<file path="config.mk">
export PLATFORM = sky130hd
export DESIGN_NAME = ex_mem_reg
export DESIGN_NICKNAME = d
export VERILOG_FILES = /design/src/rtl/ex_mem_reg.sv
export SDC_FILE = /design/constraint.sdc
export NUM_CORES = 1
export LEC_CHECK = 0
export CELL_PAD_IN_SITES_DETAIL_PLACEMENT = 1
export CELL_PAD_IN_SITES_GLOBAL_PLACEMENT = 1
export CORE_AREA = 2 2 157 159
export DETAILED_ROUTE_END_ITERATION = 8
export DIE_AREA = 0 0 159 161
export PLACE_DENSITY_LB_ADDON = 0.1
export SYNTH_ARGS = -nofsm -noshare
export SYNTH_HDL_FRONTEND = slang
export SYNTH_SLANG_ARGS = --single-unit
</file>
<file path="constraint.sdc">
create_clock -name clk -period 2 [get_ports clk]
set_input_delay 0.2 -clock clk [delete_from_list [all_inputs] [get_ports clk]]
set_output_delay 0.2 -clock clk [all_outputs]
set_load 0.01 [all_outputs]
</file>
<file path="src/rtl/ex_mem_reg.sv">
// EX/MEM pipeline register with stall/flush handling and madd/msub accumulator hold.
// Optional bubble performance counter enabled by defining EX_MEM_PERF_EN.
module ex_mem_reg (
  input  logic        clk,
  input  logic        rst,
  input  logic [5:0]  stall,
  input  logic        flush,
  input  logic [4:0]  ex_wd,
  input  logic        ex_wreg,
  input  logic [31:0] ex_wdata,
  input  logic        ex_whilo,
  input  logic [31:0] ex_hi,
  input  logic [31:0] ex_lo,
  input  logic [63:0] hilo_i,
  input  logic [1:0]  cnt_i,
  output logic [4:0]  mem_wd,
  output logic        mem_wreg,
  output logic [31:0] mem_wdata,
  output logic        mem_whilo,
  output logic [31:0] mem_hi,
  output logic [31:0] mem_lo,
  output logic        mem_valid,
  output logic [63:0] hilo_o,
  output logic [1:0]  cnt_o,
  output logic [31:0] bubble_cnt
);

  typedef enum logic [1:0] {
    ACT_ADVANCE,
    ACT_BUBBLE,
    ACT_HOLD,
    ACT_FLUSH
  } action_e;

  action_e action;

  logic unused_stall_bits;
  assign unused_stall_bits = ^{stall[5], stall[2:0]};

  // stall[4] without stall[3] is not a legal request and falls through to advance
  always_comb begin
    action = ACT_ADVANCE;
    if (flush)
      action = ACT_FLUSH;
    else if (stall[3] && stall[4])
      action = ACT_HOLD;
    else if (stall[3])
      action = ACT_BUBBLE;
  end

  always_ff @(posedge clk or negedge rst) begin
    if (!rst) begin
      mem_wd    <= '0;
      mem_wreg  <= 1'b0;
      mem_wdata <= '0;
      mem_whilo <= 1'b0;
      mem_hi    <= '0;
      mem_lo    <= '0;
      mem_valid <= 1'b0;
      hilo_o    <= '0;
      cnt_o     <= '0;
    end else begin
      unique case (action)
        ACT_FLUSH: begin
          mem_wd    <= '0;
          mem_wreg  <= 1'b0;
          mem_wdata <= '0;
          mem_whilo <= 1'b0;
          mem_hi    <= '0;
          mem_lo    <= '0;
          mem_valid <= 1'b0;
          hilo_o    <= '0;
          cnt_o     <= '0;
        end
        ACT_BUBBLE: begin
          mem_wd    <= '0;
          mem_wreg  <= 1'b0;
          mem_wdata <= '0;
          mem_whilo <= 1'b0;
          mem_hi    <= '0;
          mem_lo    <= '0;
          mem_valid <= 1'b0;
          hilo_o    <= hilo_i;
          cnt_o     <= cnt_i;
        end
        ACT_HOLD: begin
        end
        ACT_ADVANCE: begin
          mem_wd    <= ex_wd;
          mem_wreg  <= ex_wreg;
          mem_wdata <= ex_wdata;
          mem_whilo <= ex_whilo;
          mem_hi    <= ex_hi;
          mem_lo    <= ex_lo;
          mem_valid <= 1'b1;
          hilo_o    <= '0;
          cnt_o     <= '0;
        end
      endcase
    end
  end

`ifdef EX_MEM_PERF_EN
  logic [31:0] bubble_q;

  always_ff @(posedge clk or negedge rst) begin
    if (!rst)
      bubble_q <= '0;
    else if (action == ACT_BUBBLE)
      bubble_q <= bubble_q + 32'd1;
  end

  assign bubble_cnt = bubble_q;
`else
  assign bubble_cnt = '0;
`endif

endmodule
</file>
==> reports/metrics.yaml, run 1 <==
die_w_um: 159
cts_root_buf: "clkbuf_16"
hold_class: "primary input to flop"
min_path_cells: 3
rrSetupSlack_ns: 1.23
fillerInstances: 2675
worstSetupPathType: "flop to primary output"
syn_area_um2: 7330
drive_gt1_share_pct: 5.07
synth_top_family_by_area: "simple AND/OR/NAND/NOR gates"
cts-buffers-inserted: 17
multi_input_area_um2: 2690
crit_fanout: 2
slew_headroom_pct: 50.2
clock_latency_ns: 0.42
r2r-end: "hilo_o[36]$_DFFE_PN0P_"
ant_nets: 0
path_buf_inv: 1
power.total_mw: 8.61
port_buffers: 343
max_stage_delay_ns: 0.58
num-nets-final: 1193
cap_violations: 0
num_io_pins: 380
cts_max_path_buffers: 2
layout_commonest_cell: "clkdlybuf4s50_1"
ys_warn_count: 0
r2r_start: "hilo_o[36]$_DFFE_PN0P_"
synthMuxAreaShare_pct: 9.01
p_leak_nw: 5.02
overflow: 0
register_area_um2: 4250
yosysSeqAreaShare_pct: 58.0
first_global_vias: 6505
first_pass_iters: 4
crit_slowest_cell: "clkdlybuf4s50_1"
cts.clk_slew.worst_paths_ns: 0.07
worstSetupStartpointType: "flop"
crit_path_end_kind: "primary output"
clock.fmax_mhz: 635
antenna_found_initial: 2
dp_hpwl_um: 17000
core_um2: 24000
cp_top_family: "buffers and inverters"
rows: 57
synth.distinct_cells: 13
track_usage_pct: 19.0
maxSlewViolCount: 0
cp.arrival_ns: 1.38
layout_common_cells: "clkdlybuf4s50_1, dfrtp_1, a21oi_1"
tns_ns: 0
gp_congestion: 0.734
h-tree-depth: 4
drt-total-wl_um: 24500
viasPerCell: 4.61
cp_data_required_time_ns: 1.80
fin_crit_sh_pct: 78.8
synthAdderAreaFrac_pct: 0
tightest_slew_ns: 0.747
postCtsSetupRepairBufs: 0
synth.avg_cell_area_um2: 10.6
power.density_nw_per_um2: 739
initial_core_util_pct: 30.6
hold_viol_final: 0
cp_cell_sequence: "clkdlybuf4s50_1"
min-delay-start: "flush"
wire_per_inst_um: 18.1
drc_errors: 0
yosys_register_bits: 170
fin_skew_ns: 0
setup_violations: 0
grt_max_degree: 99
dr_total_vias: 6233
cts_tree: "yes"
finalCriticalPeriod_ns: 1.58
rsz0062_at_grt: "no"
clkSinkCount: 170
synthXorXnorAreaFrac_pct: 0
status: "completed"
drt_iter0_drc: 301
rr_worst_depth: 2
die_h_um: 161
synth-simple-area-share_pct: 18.4
synth-compound-area-share_pct: 7.57
grt_pass1_wl_um: 37900
fp.dieArea_um2: 25600
peakVddDrop_mv: 0.447
whs_endpoint: "mem_lo[26]$_DFFE_PN0P_"
area_growth_pct: 59.0
syn_inst: 694
-- through the flow --
stage	util [%]	hold WS [ns]	cell area, µm²	setup slack, ns	instances
floorplan	-	-0.0956	7450	0.979	725
global placement	45.9	0.207	11000	0.543	1319
detailed placement	45.9	0.206	11000	0.533	1319
CTS	48.6	0.210	11700	0.385	1349
global route	48.7	0.219	11700	0.365	1351
finish	48.7	0.214	11700	0.424	1351
-- timing repair --
action                                 in CTS  in global routing
gates resized for setup                     0                  0
endpoints found under the hold margin     170                  0
hold buffers                                1                  0
-- cell usage after synthesis, drive strengths merged --
| master | count | area [µm²] |
|---|---|---|
| nand3 | 96 | 480 |
| nand2 | 1 | 3.75 |
| conb | 1 | 3.75 |
| nor2b | 1 | 6.26 |
| mux2i | 66 | 661 |
| dfrtp | 170 | 4250 |
| buf | 72 | 440 |
| nor2 | 67 | 251 |
| nand2b | 97 | 607 |
| a21oi | 97 | 485 |
| clkbuf | 19 | 71.3 |
| a32o | 7 | 70.1 |
-- area by class of cell --
type | count | area share [%]
diodes | 2 | 0.0429
clock buffers | 19 | 3.88
clock inverters | 10 | 1.63
multi-input cells | 464 | 23.1
flip-flops and latches | 170 | 36.5
well taps | 324 | 3.48
repair buffers | 362 | 31.4
-- report_power, final --
group | leakage [nW] | internal, mW | switching (mW)
sequential | 2.30 | 3.58 | 0.0743
combinational | 2.40 | 0.724 | 0.578
clock | 0.316 | 2.28 | 1.39
-- registers in the layout, summed over array words and instances (netlist names) --
signal	cells
cnt_o	2
hilo_o	64
mem_hi	32
mem_lo	32
mem_valid	1
mem_wd	5
mem_wdata	32
mem_whilo	1
mem_wreg	1
-- layer usage --
layer / routed length (µm) / GRT usage [%] / up-vias / part of all wire, %
li1: - / - / 2912 / -
met3: 1810 / 6.42 / 25 / 7.4
met4: 526 / 6.94 / 0 / 2.1
met2: 12500 / 33.1 / 202 / 51
met5: 0 / 0 / - / 0
met1: 9680 / 21.7 / 3094 / 40
-- logic make-up after synthesis --
group	count (synthesis)
simple gates	262
flops	170
compound gates	104
buf+inv	91
mux	66
other cells	1
-- how the worst max path moves through the flow --
| stage | start | endpoint | depth (start not counted) |
|---|---|---|---|
| finish | hilo_o[36]$_DFFE_PN0P_ | hilo_o[36] | 1 |
| global route | mem_lo[6]$_DFFE_PN0P_ | mem_lo[6] | 1 |
| CTS | hilo_o[36]$_DFFE_PN0P_ | hilo_o[36] | 1 |
| detailed placement | stall[3] | hilo_o[54]$_DFFE_PN0P_ | 4 |
| global placement | stall[3] | hilo_o[62]$_DFFE_PN0P_ | 4 |
| floorplan | flush | hilo_o[23]$_DFFE_PN0P_ | 5 |
Note: power is estimated with default switching activity, not from simulation.
==> inputs of run 2 (changes only) <==
Settings changed: CORE_AREA 2 2 157 159 to 2 2 163 165, DIE_AREA 0 0 159 161 to 0 0 165 167.
Clock period 2 ns to 1.6 ns, I/O delays scaled along.
==> reports/metrics.yaml, run 2 (same netlist as run 1, synthesis figures left out) <==
clkSinkCount: 170
viasPerCell: 4.54
crit_slowest_cell: "clkdlybuf4s50_1"
cp_top_family: "buffers and inverters"
design_area_um2: 11800
layout_commonest_cell: "clkdlybuf4s50_1"
die_h_um: 167
drt-total-wl_um: 24700
dp_hpwl_um: 17400
maxSlewViolCount: 0
antenna_found_initial: 1
cp_data_required_time_ns: 1.44
r2r_start: "mem_lo[31]$_DFFE_PN0P_"
fillerInstances: 2854
postCtsSetupRepairBufs: 0
clock_latency_ns: 0.42
cts_root_buf: "clkbuf_16"
min-delay-start: "flush"
worstSetupStartpointType: "flop"
core_um2: 25800
fp.dieArea_um2: 27600
layout_common_cells: "clkdlybuf4s50_1, dfrtp_1, a21oi_1"
area_growth_pct: 60.7
hold_ws_ns: 0.0344
setup_violations: 0
hold_viol_final: 0
cts.clk_slew.worst_paths_ns: 0.07
finalCriticalPeriod_ns: 1.55
port_buffers: 343
clock.fmax_mhz: 646
multi_input_area_um2: 2690
cts_max_path_buffers: 2
h-tree-depth: 4
rrSetupSlack_ns: 0.84
fin_skew_ns: 0
grt_pass1_wl_um: 37600
rsz0062_at_grt: "no"
track_usage_pct: 17.8
fin_crit_sh_pct: 96.8
die_w_um: 165
regMostFlops: "hilo_o"
cp_cell_sequence: "clkdlybuf4s50_1"
power.density_nw_per_um2: 876
initial_core_util_pct: 28.5
slew_headroom_pct: 62.4
cp.arrival_ns: 1.39
drc_errors: 0
crit_fanout: 2
min_path_cells: 2
wire_per_inst_um: 17.9
crit_path_end_kind: "primary output"
max_stage_delay_ns: 0.61
drive_gt1_share_pct: 6.35
status: "completed"
drt_iter0_drc: 282
path_buf_inv: 1
r2r-end: "mem_lo[31]$_DFFE_PN0P_"
grt_max_degree: 67
worstSetupPathType: "flop to primary output"
ant_nets: 0
tightest_slew_ns: 0.564
place_area_um2: 11200
whs_endpoint: "mem_hi[11]$_DFFE_PN0P_"
dr_total_vias: 6239
tns_ns: 0
cts_tree: "yes"
p_leak_nw: 5.09
register_area_um2: 4250
largest_reg_flops: 64
first_pass_iters: 4
hold_class: "primary input to flop"
overflow: 0
peakVddDrop_mv: 0.491
gp_congestion: 0.724
rows: 59
num-nets-final: 1204
cts-buffers-inserted: 17
rr_worst_depth: 1
num_io_pins: 380
cap_violations: 0
first_global_vias: 6474
run 2: cell count changes in the layout (fill, tap and decap cells not counted), sizes merged:
cell,previous run,this run
dlymetal6s2s,0,1
clkinvlp,0,1
buf,22,33
inv,2,9
bufinv,5,0
clkdlybuf4s50,339,338
diode,2,1
run 2: layout make-up:
cell class	instances	share of cell area (%)
sequential	170	36.1
timing repair buffer	373	32.6
multi-input combinational	464	22.8
clock buffer	19	3.84
tap	335	3.56
clock inverter	13	1.05
antenna	1	0.0212
run 2: power breakdown:
| group | switching, mW | leakage [nW] | internal, mW | total, mW |
|---|---|---|---|---|
| clock network | 1.94 | 0.284 | 2.15 | 4.08 |
| registers | 0.0914 | 2.30 | 4.47 | 4.56 |
| logic | 0.738 | 2.51 | 0.948 | 1.69 |
| total | 2.77 | 5.09 | 7.56 | 10.3 |
run 2: how the worst max path moves through the flow:
stage                            from                   endpoint  slack [ns]  cells past startpoint
2_1_floorplan                   flush     hilo_o[23]$_DFFE_PN0P_        0.62                      5
3_3_place_gp                 stall[3]  mem_wdata[31]$_DFFE_PN0P_        0.33                      3
3_5_place_dp                 stall[3]     mem_lo[31]$_DFFE_PN0P_        0.33                      3
4_1_cts         mem_lo[0]$_DFFE_PN0P_                  mem_lo[0]        0.02                      1
5_1_grt        hilo_o[12]$_DFFE_PN0P_                 hilo_o[12]       0.006                      1
6_report       mem_hi[16]$_DFFE_PN0P_                 mem_hi[16]        0.05                      1
run 2: per-stage QoR:
step                      instances  setup WS (ns)  utilization (%)  power, mW
after floorplan                 725          0.619                -       5.29
after global placement         1341          0.327             43.5       6.33
after detailed placement       1341          0.335             43.5       6.35
after CTS                      1374         0.0172             45.7       10.5
after global routing           1375        0.00647             45.8       10.8
final                          1375         0.0513             45.8       10.3
run 2: layer usage:
metal	GRT usage, %	vias to the layer above	routed length (µm)
met3	5.23	28	1760
met2	30.4	211	12400
met5	0	-	0
met1	20.9	3062	9940
li1	-	2938	-
met4	6.69	0	541
run 2: timing repair:
action,CTS,global route
hold buffers,1,0
endpoints found under the setup margin,0,1
gates resized for setup,0,1
hold endpoints to repair,37,0
==> inputs of run 3 (changes only) <==
--- a/constraint.sdc
+++ b/constraint.sdc
@@ -3,2 +3,2 @@
 set_output_delay 0.16 -clock clk [all_outputs]
-set_load 0.01 [all_outputs]
+set_load 0.1 [all_outputs]
==> reports/metrics.yaml, run 3 (same netlist as run 1, synthesis figures left out) <==
status: "completed"
ant_nets: 0
cts-hold-fix-buffers: 1
wire_per_inst_um: 18.3
hold_class: "primary input to flop"
worstSetupPathType: "flop to primary output"
rows: 59
clock.fmax_mhz: 834
clkSinkCount: 170
drt_iter0_drc: 249
max_stage_delay_ns: 0.42
fin_util_pct: 51.8
crit_path_end_kind: "primary output"
rr_worst_depth: 1
drt-total-wl_um: 25000
overflow: 0
power_switching_mw: 4.34
p_leak_nw: 5.84
first_pass_iters: 4
peakVddDrop_mv: 0.508
cts.repair.resized: 0
cts_max_path_buffers: 2
largest_reg_flops: 64
path_buf_inv: 1
setup_violations: 0
fillerInstances: 2626
postCtsSetupRepairBufs: 0
cts_tree: "yes"
cts.clk_slew.worst_paths_ns: 0.08
tightest_slew_ns: 0.512
core_um2: 25800
slew_headroom_pct: 65.8
crit_fanout: 2
fin_crit_sh_pct: 75.0
hold_viol_final: 0
grt_pass1_wl_um: 39000
drc_errors: 0
cp_data_required_time_ns: 1.44
p_int_mw: 7.99
initial_core_util_pct: 28.5
maxSlewViolCount: 0
clock_latency_ns: 0.42
layout_common_cells: "buf_12, dfrtp_1, clkdlybuf4s50_1"
cts-buffers-inserted: 17
cp_cell_sequence: "buf_12"
area_growth_pct: 82.1
dr_total_vias: 6247
port_buffers: 343
tns_ns: 0
seqPwrFrac_pct: 37.8
num_io_pins: 380
antenna_found_initial: 2
die_h_um: 167
track_usage_pct: 18.4
min_path_cells: 3
viasPerCell: 4.57
gp_congestion: 0.730
crit_slowest_cell: "dfrtp_1"
die_w_um: 165
netSwitchingFraction_pct: 35.2
dp_slack_ns: 0.353
cp.arrival_ns: 1.04
clock_power_share_pct: 33.6
h-tree-depth: 4
grt_max_degree: 88
rsz0062_at_grt: "no"
dp_hpwl_um: 17700
fp.dieArea_um2: 27600
power.total_mw: 12.3
cp.depth: 1
finalCriticalPeriod_ns: 1.20
fin_skew_ns: 0
pwr-share-comb_pct: 28.6
first_global_vias: 6630
num-nets-final: 1196
power.density_nw_per_um2: 923
cap_violations: 0
worstSetupStartpointType: "flop"
cp_top_family: "flip-flops"
drive_gt1_share_pct: 22.0
regMostFlops: "hilo_o"
cts_root_buf: "clkbuf_16"
setup_ws_ns: 0.401
hold_ws_ns: 0.147
layout_commonest_cell: "buf_12"
run 3: cell count changes in the layout (fill, tap and decap cells not counted), sizes merged:
cell           before  now
clkdlybuf4s50     338  169
buf                33  195
inv                 9    5
clkinv              3    6
bufinv              0    1
diode               1    2
dlymetal6s2s        1    0
run 3: area by class of cell:
cell class	count	area (µm²)	area share, %
repair buffers	365	5410	40.5
flip-flops and latches	170	4250	31.9
multi-input cells	464	2690	20.1
clock buffers	19	443	3.32
well taps	335	419	3.14
clock inverters	13	135	1.01
diodes	2	5.00	0.0375
run 3: metrics by stage:
step           std cells  cell area, µm²
2_1_floorplan        725            7450
3_3_place_gp        1333           12800
3_5_place_dp        1333           12800
4_1_cts             1366           13400
5_1_grt             1368           13400
6_report            1368           13400
run 3: worst min-delay path, cell delays in order:
cell     delay (ns)
buf_4          0.21
nand3_1        0.10
a21oi_1        0.06
run 3: layer usage:
| metal | wire length [µm] | GRT usage [%] |
|---|---|---|
| met3 | 1880 | 5.53 |
| met4 | 513 | 6.62 |
| met2 | 13000 | 32.1 |
| met5 | 0 | 0 |
| met1 | 9650 | 21.2 |
run 3: worst paths after layout:
kind                                   startpoint                        to  slack (ns)
max in group asynchronous                     rst     mem_wd[1]$_DFFE_PN0P_        0.81
min                                      stall[3]    mem_lo[24]$_DFFE_PN0P_        0.15
max reg2reg                 mem_whilo$_DFFE_PN0P_     mem_whilo$_DFFE_PN0P_        0.82
min in group asynchronous                     rst  mem_wdata[1]$_DFFE_PN0P_        0.18
max                        hilo_o[13]$_DFFE_PN0P_                hilo_o[13]        0.40
min reg2reg                 mem_valid$_DFFE_PN0P_     mem_valid$_DFFE_PN0P_        0.58
run 3: power by group through the flow:
stage / Combinational (mW) / Sequential, mW / Clock, mW
final: 3.53 / 4.66 / 4.15
after CTS: 3.57 / 4.66 / 4.32
after detailed placement: 3.56 / 4.74 / 0
after floorplan: 0.865 / 5.91 / 0
after global placement: 3.54 / 4.73 / 0
after global routing: 3.68 / 4.68 / 4.47
